[src/rtl/seq_mag_comp.sv]
// ---------------------------------------------------------------------------
// seq_mag_comp
//
// Multi-cycle magnitude comparator. Two WIDTH-bit operands are latched on an
// accepted start and compared CHUNK bits per cycle, MSB chunk first. The scan
// stops on the first chunk that differs, or after the last chunk when the
// operands are equal. The result is registered on e/g/l and held until the
// next request reaches its own DONE cycle.
//
// Build option:
//   SEQ_MAG_COMP_SIGNED_EN  when defined, operands are two's-complement. The
//                           top bit of chunk 0 is inverted on both operands
//                           so that the sign bit orders correctly. All other
//                           chunks stay unsigned.
//
// Ports:
//   clk    in   clock, all state updates on the rising edge
//   rst    in   synchronous active-high reset, aborts any compare in flight
//   start  in   request, only sampled while idle
//   a, b   in   operands, captured on an accepted start
//   busy   out  high while a request is in progress (CMP or DONE)
//   done   out  one-cycle pulse, e/g/l are valid for this request
//   e/g/l  out  a == b / a > b / a < b
//
// Every output is driven straight from a flop.
// ---------------------------------------------------------------------------
module seq_mag_comp #(
    parameter int WIDTH = 16,
    parameter int CHUNK = 4
) (
    input  logic             clk,
    input  logic             rst,
    input  logic             start,
    input  logic [WIDTH-1:0] a,
    input  logic [WIDTH-1:0] b,
    output logic             busy,
    output logic             done,
    output logic             e,
    output logic             g,
    output logic             l
);

    localparam int NCHUNK = WIDTH / CHUNK;
    localparam int IDX_W  = (NCHUNK > 1) ? $clog2(NCHUNK) : 1;

    typedef enum logic [1:0] {
        IDLE = 2'd0,
        CMP  = 2'd1,
        DONE = 2'd2
    } state_t;

    state_t             state_reg, state_next;
    logic [WIDTH-1:0]   a_reg, a_next;
    logic [WIDTH-1:0]   b_reg, b_next;
    logic [IDX_W-1:0]   idx_reg, idx_next;
    logic               busy_reg, busy_next;
    logic               done_reg, done_next;
    logic               e_reg, e_next;
    logic               g_reg, g_next;
    logic               l_reg, l_next;

    // Latched operands split into chunks; index 0 is the most significant.
    logic [CHUNK-1:0]   a_chunk [NCHUNK];
    logic [CHUNK-1:0]   b_chunk [NCHUNK];
    logic [CHUNK-1:0]   a_cur;
    logic [CHUNK-1:0]   b_cur;
    logic               last_chunk;

    generate
        for (genvar gi = 0; gi < NCHUNK; gi++) begin : g_chunk
            localparam int HI = WIDTH - 1 - gi * CHUNK;
`ifdef SEQ_MAG_COMP_SIGNED_EN
            if (gi == 0) begin : g_sign
                // Flipping the sign bit maps two's-complement order onto
                // unsigned order for the top chunk.
                localparam logic [CHUNK-1:0] SIGN_MASK = CHUNK'(1) << (CHUNK - 1);
                assign a_chunk[gi] = a_reg[HI -: CHUNK] ^ SIGN_MASK;
                assign b_chunk[gi] = b_reg[HI -: CHUNK] ^ SIGN_MASK;
            end else begin : g_plain
                assign a_chunk[gi] = a_reg[HI -: CHUNK];
                assign b_chunk[gi] = b_reg[HI -: CHUNK];
            end
`else
            assign a_chunk[gi] = a_reg[HI -: CHUNK];
            assign b_chunk[gi] = b_reg[HI -: CHUNK];
`endif
        end
    endgenerate

    assign a_cur      = a_chunk[idx_reg];
    assign b_cur      = b_chunk[idx_reg];
    assign last_chunk = (idx_reg == IDX_W'(NCHUNK - 1));

    always_comb begin
        state_next = state_reg;
        a_next     = a_reg;
        b_next     = b_reg;
        idx_next   = idx_reg;
        e_next     = e_reg;
        g_next     = g_reg;
        l_next     = l_reg;

        case (state_reg)
            IDLE: begin
                if (start) begin
                    a_next     = a;
                    b_next     = b;
                    idx_next   = '0;
                    state_next = CMP;
                end
            end
            CMP: begin
                if (a_cur != b_cur) begin
                    e_next     = 1'b0;
                    g_next     = (a_cur > b_cur);
                    l_next     = (a_cur < b_cur);
                    state_next = DONE;
                end else if (last_chunk) begin
                    e_next     = 1'b1;
                    g_next     = 1'b0;
                    l_next     = 1'b0;
                    state_next = DONE;
                end else begin
                    idx_next   = idx_reg + 1'b1;
                end
            end
            DONE: begin
                state_next = IDLE;
            end
            default: begin
                state_next = IDLE;
            end
        endcase

        // busy/done are registered copies of the next-state decode so the
        // outputs come from flops rather than from state decode logic.
        busy_next = (state_next != IDLE);
        done_next = (state_next == DONE);
    end

    always_ff @(posedge clk) begin
        if (rst) begin
            state_reg <= IDLE;
            a_reg     <= '0;
            b_reg     <= '0;
            idx_reg   <= '0;
            busy_reg  <= 1'b0;
            done_reg  <= 1'b0;
            e_reg     <= 1'b0;
            g_reg     <= 1'b0;
            l_reg     <= 1'b0;
        end else begin
            state_reg <= state_next;
            a_reg     <= a_next;
            b_reg     <= b_next;
            idx_reg   <= idx_next;
            busy_reg  <= busy_next;
            done_reg  <= done_next;
            e_reg     <= e_next;
            g_reg     <= g_next;
            l_reg     <= l_next;
        end
    end

    assign busy = busy_reg;
    assign done = done_reg;
    assign e    = e_reg;
    assign g    = g_reg;
    assign l    = l_reg;

endmodule

[config.mk]
export PLATFORM = sky130hd
export DESIGN_NAME = seq_mag_comp
export DESIGN_NICKNAME = d
export VERILOG_FILES = /design/src/rtl/seq_mag_comp.sv
export SDC_FILE = /design/constraint.sdc
export NUM_CORES = 1
export LEC_CHECK = 0
export CORE_ASPECT_RATIO = 0.5
export CORE_MARGIN = 1.5
export CORE_UTILIZATION = 44
export DETAILED_ROUTE_END_ITERATION = 12
export GPL_TIMING_DRIVEN = 0
export PLACE_DENSITY = 0.76
export SLEW_MARGIN = 15
export SYNTH_ARGS = -nofsm -noshare
export SYNTH_HDL_FRONTEND = slang
export SYNTH_SLANG_ARGS = --single-unit
[constraint.sdc]
create_clock -name clk -period 2.7 [get_ports clk]
set_clock_uncertainty 0.2 [all_clocks]
set_input_delay 0.54 -clock clk [delete_from_list [all_inputs] [get_ports clk]]
set_output_delay 0.54 -clock clk [all_outputs]
set_load 0.005 [all_outputs]
Word level (Yosys, flattened, before mapping)
Index checks and enable logic that the tools add are counted.
Operators by class
  add/sub/neg operators: 1
  $lt $le $gt $ge: 3
  equal/unequal tests: 7
  mux-type cells: 19
  bitwise logic cells: 1
  reductions and logical operators: 7
Operators with widths (count)
  4-bit binary-select mux with 2-bit select: 2
  4-bit 2-to-1 mux: 4
  2-bit 2-to-1 mux: 6
  2-bit case mux with 2 select lines: 2
  2-bit inequality test, second input constant: 3
  2-bit nonzero test: 3
  1-bit 2-to-1 mux: 5
  2-bit == test, second input constant: 2
  4-bit > comparator: 1
  4-bit < comparator: 1
  4-bit inequality test: 1
  2-bit AND reduction: 2
  4-bit AND reduction: 1
  3-bit greater-or-equal comparator, second input constant: 1
  2-bit inverter with 3-bit output: 1
  2-bit by 1-bit adder with 2-bit output, second input constant: 1
  2-bit by 1-bit == test with 1-bit output, second input constant: 1
  2-bit logical NOT: 1
Storage, ports and cells
  flip-flop bits (word level): 41
  bits of input ports: 35
  output and inout port bits: 5

Logic depth before layout (Yosys ltp)
Gate-level depths: netlist (run 1).
  depth in word-level cells: 8
  gate-level depth with buffers: 8
  mapped depth without buffers: 7

Worst setup path before layout (run 1)
OpenSTA, ideal clock, no wires.
  path kind: register to register
  start point: register idx_reg[0]
  end point: register idx_reg[1]
  setup time: 0.066 ns
  arrival time: 2.283 ns
  required time: 2.434 ns
  setup slack: 0.151 ns
  stages on the path, launching flop included: 8
  clock period less this slack: 2.549 ns
  cell sequence: dfxtp_1 buf_2 mux4_2 ha_1 nand4_2 a221o_1 or2_1 a21oi_2
Between the ends
  word-level cells in the longest chain between the ends: 7
  elaborated cells on any way between the ends: 16
RTL lines
  from (decl): line 55  | logic [IDX_W-1:0] idx_reg, idx_next;
  from (signal assigned): line 156  | idx_reg <= idx_next;
  2-bit inverter with 3-bit output (implied by the code): line 90, 91
  4-bit binary-select mux with 2-bit select (on tied branches): line 90, 91
  4-bit 2-to-1 mux (on tied branches) (2 in a row): line 90, 91
  4-bit inequality test: line 113  | if (a_cur != b_cur) begin
  2-bit inequality test (no source line)
  4-bit AND reduction (no source line)
Several ways; a longest one is shown, not always the timed one. The select of a mux whose other input is x is not followed.
A chain may end at the register's enable or synchronous reset.

Final worst setup path (run 1)
Ends and elaborated chain as after synthesis.

==> reports/summary.txt, run 1 <==
Skew-Pair Late Insertion Delay: 300 ps
RR Startpoint: idx_reg[0]
CTS Root Cell: clkbuf_8
setup TNS: 0 ps
clk sink count: 41
first-pass GRT wire length: 6203 um
worst setup path end: idx_reg[1]
cells after synthesis: 200
Longest Clk Path Bufs: 2
CP Depth: 7
MaxCap Viol Count: 0
Vias/cell: 5.266
post-synthesis cell area: 1730 sq um
drt pass-1 iters: 4
P&R area growth vs syn: 31.31%
GR Overflow Total: 0
antenna cells: 0
FMAX: 385.3 MHz
Tmin final: 2595 ps
Synth Warn #: 0
# rows: 15
status: finished clean
Post-Layout Inst Area: 2272 sq um
Boundary Pins: 40
Worst Path Arrival: 2630 ps
total power: 1.453 mW
# placed instances: 289
Min-Delay Path Class: flip-flop to flip-flop
endpoints failing setup: 0
cell family with most CP delay: multiplexers
Final Cycle Share: 0.9612
Critical R2R Capture: idx_reg[1]
FF+latch count, synth: 41
pwr dens: 639.5 nW/um^2
H-tree levels: 2
Filler cells: 301
critical path, cell by cell: buf_6 > mux4_2 > ha_1 > nand4_4 > a221o_1 > or2_1 > a21oi_2
post-synthesis cell type count: 24
First DRT Iteration DRCs: 60
RD Place Congestion: 0.8058
GRT Overall Usage: 0.1958
Die Y: 47.35 um
Starting Density: 0.4802
Final ANT Viol Nets: 0
worst path buffer plus inverter count: 1
fin nets: 285
Worst R2R Setup Slack: 100 ps
Detail Placement HPWL: 2906 um
worst reg2reg path depth: 7
Post-Layout Cell Count: 297
initial antenna violation count: 0
fin util: 0.6306
core area: 3603 sq um
Max-slew headroom: 0.6394
pre-CTS WS: -68.43 ps
Post-route DRC: 0
Lkg Pwr: 0.8296 nW
placed inst area: 2175 sq um
Slowest-stage cell, CP: mux4_2
worst-margin pin slew: 541.0 ps
post-route worst setup slack: 104.7 ps
largest net degree at the start of global routing: 13
CP Class: flip-flop to flip-flop
Die ar.: 4341 sq um
die width: 91.69 um
CP required: 2740 ps
RSZ-0062 raised after global routing: no
Synthesized Nets: 240
syn_area_per_cell: 8.652 sq um
sequential area share after synthesis: 0.4743
Fin Hold WS: 255.5 ps
peak supply drop: 0.2654 mV
CTS tree: built
WL final: 3827 um
Setup Buffers After CTS: 0
layout cells sized above 1: 0.09756
CP max FO: 10
vias in the first global route: 1380
CP startpoint kind: flip-flop
via count: 1564
# port buffers: 38
CTS buffer count: 5
final hold vios: 0
CP startpoint: idx_reg[0]
Worst path max stage delay: 520 ps
Slew Limit Fails: 0
Worst setup EP type: flip-flop
clk slew on worst S/H paths: 80 ps
WL per Instance: 12.89 um
[layout by cell type (no fill, tap or decap), types with 4 or more instances in the layout]
master	netlist	final
clkdlybuf4s50_1	0	38
nor2_1	4	4
a21oi_1	39	39
nand2_1	68	68
inv_1	4	4
buf_2	5	4
dfxtp_1	41	41
mux4_2	8	8
ha_1	5	5
clkbuf_1	8	9
clkbuf_8	0	5
[how the worst min path moves through the flow]
| stage | end | cells past startpoint | from | slack [ps] |
|---|---|---|---|---|
| 3_5_place_dp | b_chunk[8] | 2 | b_chunk[8] | 250 |
| 4_1_cts | b_chunk[8] | 2 | b_chunk[8] | 260 |
| 2_1_floorplan | a_chunk[4] | 2 | a_chunk[4] | 230 |
| 5_1_grt | b_chunk[8] | 2 | b_chunk[8] | 270 |
| 6_report | a_chunk[8] | 2 | a_chunk[8] | 260 |
| 3_3_place_gp | b_chunk[11] | 2 | b_chunk[11] | 240 |
[metal layers]
layer | global-route usage | part of all wire
met1 | 0.2557 | 0.46
met2 | 0.3194 | 0.45
met3 | 0.06958 | 0.075
met4 | 0.05000 | 0.011
met5 | 0 | 0
[worst reg2reg max path: stages, from the launching register on]
cell and delay (ps):
dfxtp_1 360, buf_6 180, mux4_2 520, ha_1 370, nand4_4 150, a221o_1 390
or2_1 250, a21oi_2 120
[cells by family after synthesis]
family | count (synthesis) | share of synthesized area
flops | 41 | 0.4743
mux | 8 | 0.1041
buf+inv | 18 | 0.04483
simple gates | 84 | 0.2039
compound gates | 44 | 0.1367
fa+ha+maj | 5 | 0.03615
[repair_timing]
item,in CTS,in global routing
endpoints found under the setup margin,2,1
gates resized for setup,2,1
pin swaps,0,1
hold buffers,0,0
[cell type report]
type                            instances  area (sq um)  share of cell area
Multi-Input combinational cell        141         840.8              0.3700
Clock inverter                          2         10.01            0.004405
Buffer                                 14         68.82             0.03029
Tap cell                               51         63.81             0.02808
Sequential cell                        41         820.8              0.3612
Timing Repair Buffer                   38         380.4              0.1674
Inverter                                4         15.01            0.006608
Clock buffer                            6         72.57             0.03194
[synth_stat cells, drive strengths merged]
library cell  count  share of area
buf               6          0.019
o211ai            1         0.0043
clkbuf            8          0.017
a21o              1         0.0043
nor3              1         0.0029
nand2b            2         0.0072
nor4b             1         0.0051
nor2b             2         0.0087
a21oi            40           0.12
mux4              8           0.10
ha                5          0.036
nand4             2          0.011
inv               4         0.0087
a211oi            1         0.0043
dfxtp            41           0.47
nor2              4         0.0087
nand2            68           0.15
a221o             1         0.0058
nand3             2         0.0058
or2               2         0.0072
[report_power, final]
part | internal [mW] | switching (mW)
sequential | 0.667 | 0.0335
clock | 0.179 | 0.211
combinational | 0.175 | 0.187
total | 1.02 | 0.431
Power figures use the tool's default switching activity.
==> run 2, diff against run 1 <==
Settings changed: CORE_UTILIZATION 44 to 45, PLACE_DENSITY 0.76 to 0.75.
Clock period 2.7 ns to 2.85 ns, I/O delays scaled along.
==> reports/summary.txt, run 2 (synthesized netlist as in run 1, its figures left out) <==
H-tree levels: 2
FMAX: 369.7 MHz
total power: 1.363 mW
pre-CTS WS: 66.51 ps
post-route worst setup slack: 145.0 ps
Final ANT Viol Nets: 0
status: finished clean
Longest Clk Path Bufs: 2
endpoints failing setup: 0
Tmin final: 2705 ps
CP startpoint kind: flip-flop
first-pass GRT wire length: 6141 um
die width: 90.70 um
worst reg2reg path depth: 7
Skew-Pair Late Insertion Delay: 300 ps
Worst Hold Launch: a_chunk[8]
First DRT Iteration DRCs: 107
GR Overflow Total: 0
MaxCap Viol Count: 0
CTS Root Cell: clkbuf_8
clk sink count: 41
WL final: 3849 um
pwr dens: 603.0 nW/um^2
initial antenna violation count: 0
layout cells sized above 1: 0.09756
Min-Delay Path Class: flip-flop to flip-flop
via count: 1523
clk slew on worst S/H paths: 70 ps
Post-Layout Cell Count: 297
Detail Placement HPWL: 2893 um
Boundary Pins: 40
hold path depth: 2
vias in the first global route: 1337
Critical R2R Capture: idx_reg[1]
Slew Limit Fails: 0
drt pass-1 iters: 4
Post-route DRC: 0
CP max FO: 10
RSZ-0062 raised after global routing: no
fin nets: 285
worst path buffer plus inverter count: 1
core area: 3547 sq um
setup TNS: 0 ps
placed inst area: 2175 sq um
critical path, cell by cell: buf_4 > mux4_2 > ha_1 > nand4_2 > a221o_1 > or2_1 > a21oi_2
CTS tree: built
Lkg Pwr: 0.8280 nW
RR Startpoint: idx_reg[0]
P&R area growth vs syn: 30.59%
commonest non-fill, non-tap cell in the layout: nand2_1
largest net degree at the start of global routing: 13
CP required: 2880 ps
Starting Density: 0.4878
CTS buffer count: 5
commonest non-fill, non-tap cells in the layout: 68 x nand2_1, 41 x dfxtp_1, 39 x a21oi_1
antenna cells: 0
Post-CTS Hold Buffers: 0
Die Y: 46.85 um
final hold vios: 0
Vias/cell: 5.128
Die ar.: 4249 sq um
WL per Instance: 12.96 um
Worst Path Arrival: 2730 ps
# port buffers: 38
Max-slew headroom: 0.6337
Slowest-stage cell, CP: mux4_2
Final Cycle Share: 0.9491
Worst path max stage delay: 530 ps
Post-Layout Inst Area: 2260 sq um
worst-margin pin slew: 549.5 ps
# rows: 15
RD Place Congestion: 0.8423
peak supply drop: 0.2220 mV
GRT Overall Usage: 0.1984
CP Class: flip-flop to flip-flop
Worst R2R Setup Slack: 150 ps
# placed instances: 289
Worst Hold Endpoint: a_chunk[8]
cell family with most CP delay: compound AO/OA/AOI/OAI gates
Worst setup EP type: flip-flop
run 2: area by class of cell:
| class | instances | area (sq um) |
|---|---|---|
| Timing Repair Buffer | 38 | 380.4 |
| Sequential cell | 41 | 820.8 |
| Inverter | 4 | 15.01 |
| Tap cell | 51 | 63.81 |
| Buffer | 14 | 65.06 |
| Fill cell | 310 | 1287 |
| Multi-Input combinational cell | 141 | 832.0 |
| Clock buffer | 6 | 72.57 |
| Clock inverter | 2 | 10.01 |
run 2: routing by layer:
layer	wire length (um)	GRT usage
met2	1676	0.3098
met5	0	0
met3	382	0.05663
met4	59	0.08571
met1	1731	0.2668
run 2: through the flow:
stage	hold slack, ps	util
2_1_floorplan	233.1	-
3_3_place_gp	239.8	0.6131
3_5_place_dp	246.9	0.6131
4_1_cts	256.9	0.6363
5_1_grt	267.9	0.6370
6_report	256.7	0.6370
run 2: worst min-delay path: cells and delay by family, from the launching register on:
kind            cells  cell delay (ps)
compound gates      1               50
simple gates        1               50
flops               1              310
run 2: repair_timing:
action,CTS,global route
buffers inserted,0,0
gates resized for setup,0,2
setup endpoints to repair,0,1
run 2: worst max path at each step:
stage	cells after the start	from	end	slack (ps)
2_1_floorplan	7	idx_reg[0]	idx_reg[1]	300
3_3_place_gp	7	idx_reg[0]	idx_reg[1]	110
3_5_place_dp	7	idx_reg[0]	idx_reg[1]	70
4_1_cts	7	idx_reg[0]	idx_reg[1]	30
5_1_grt	7	idx_reg[0]	idx_reg[1]	30
6_report	7	idx_reg[0]	idx_reg[1]	150
run 2: power breakdown:
part	internal (mW)	switching, mW
Clock	0.170	0.199
Combinational	0.160	0.169
Sequential	0.632	0.0335
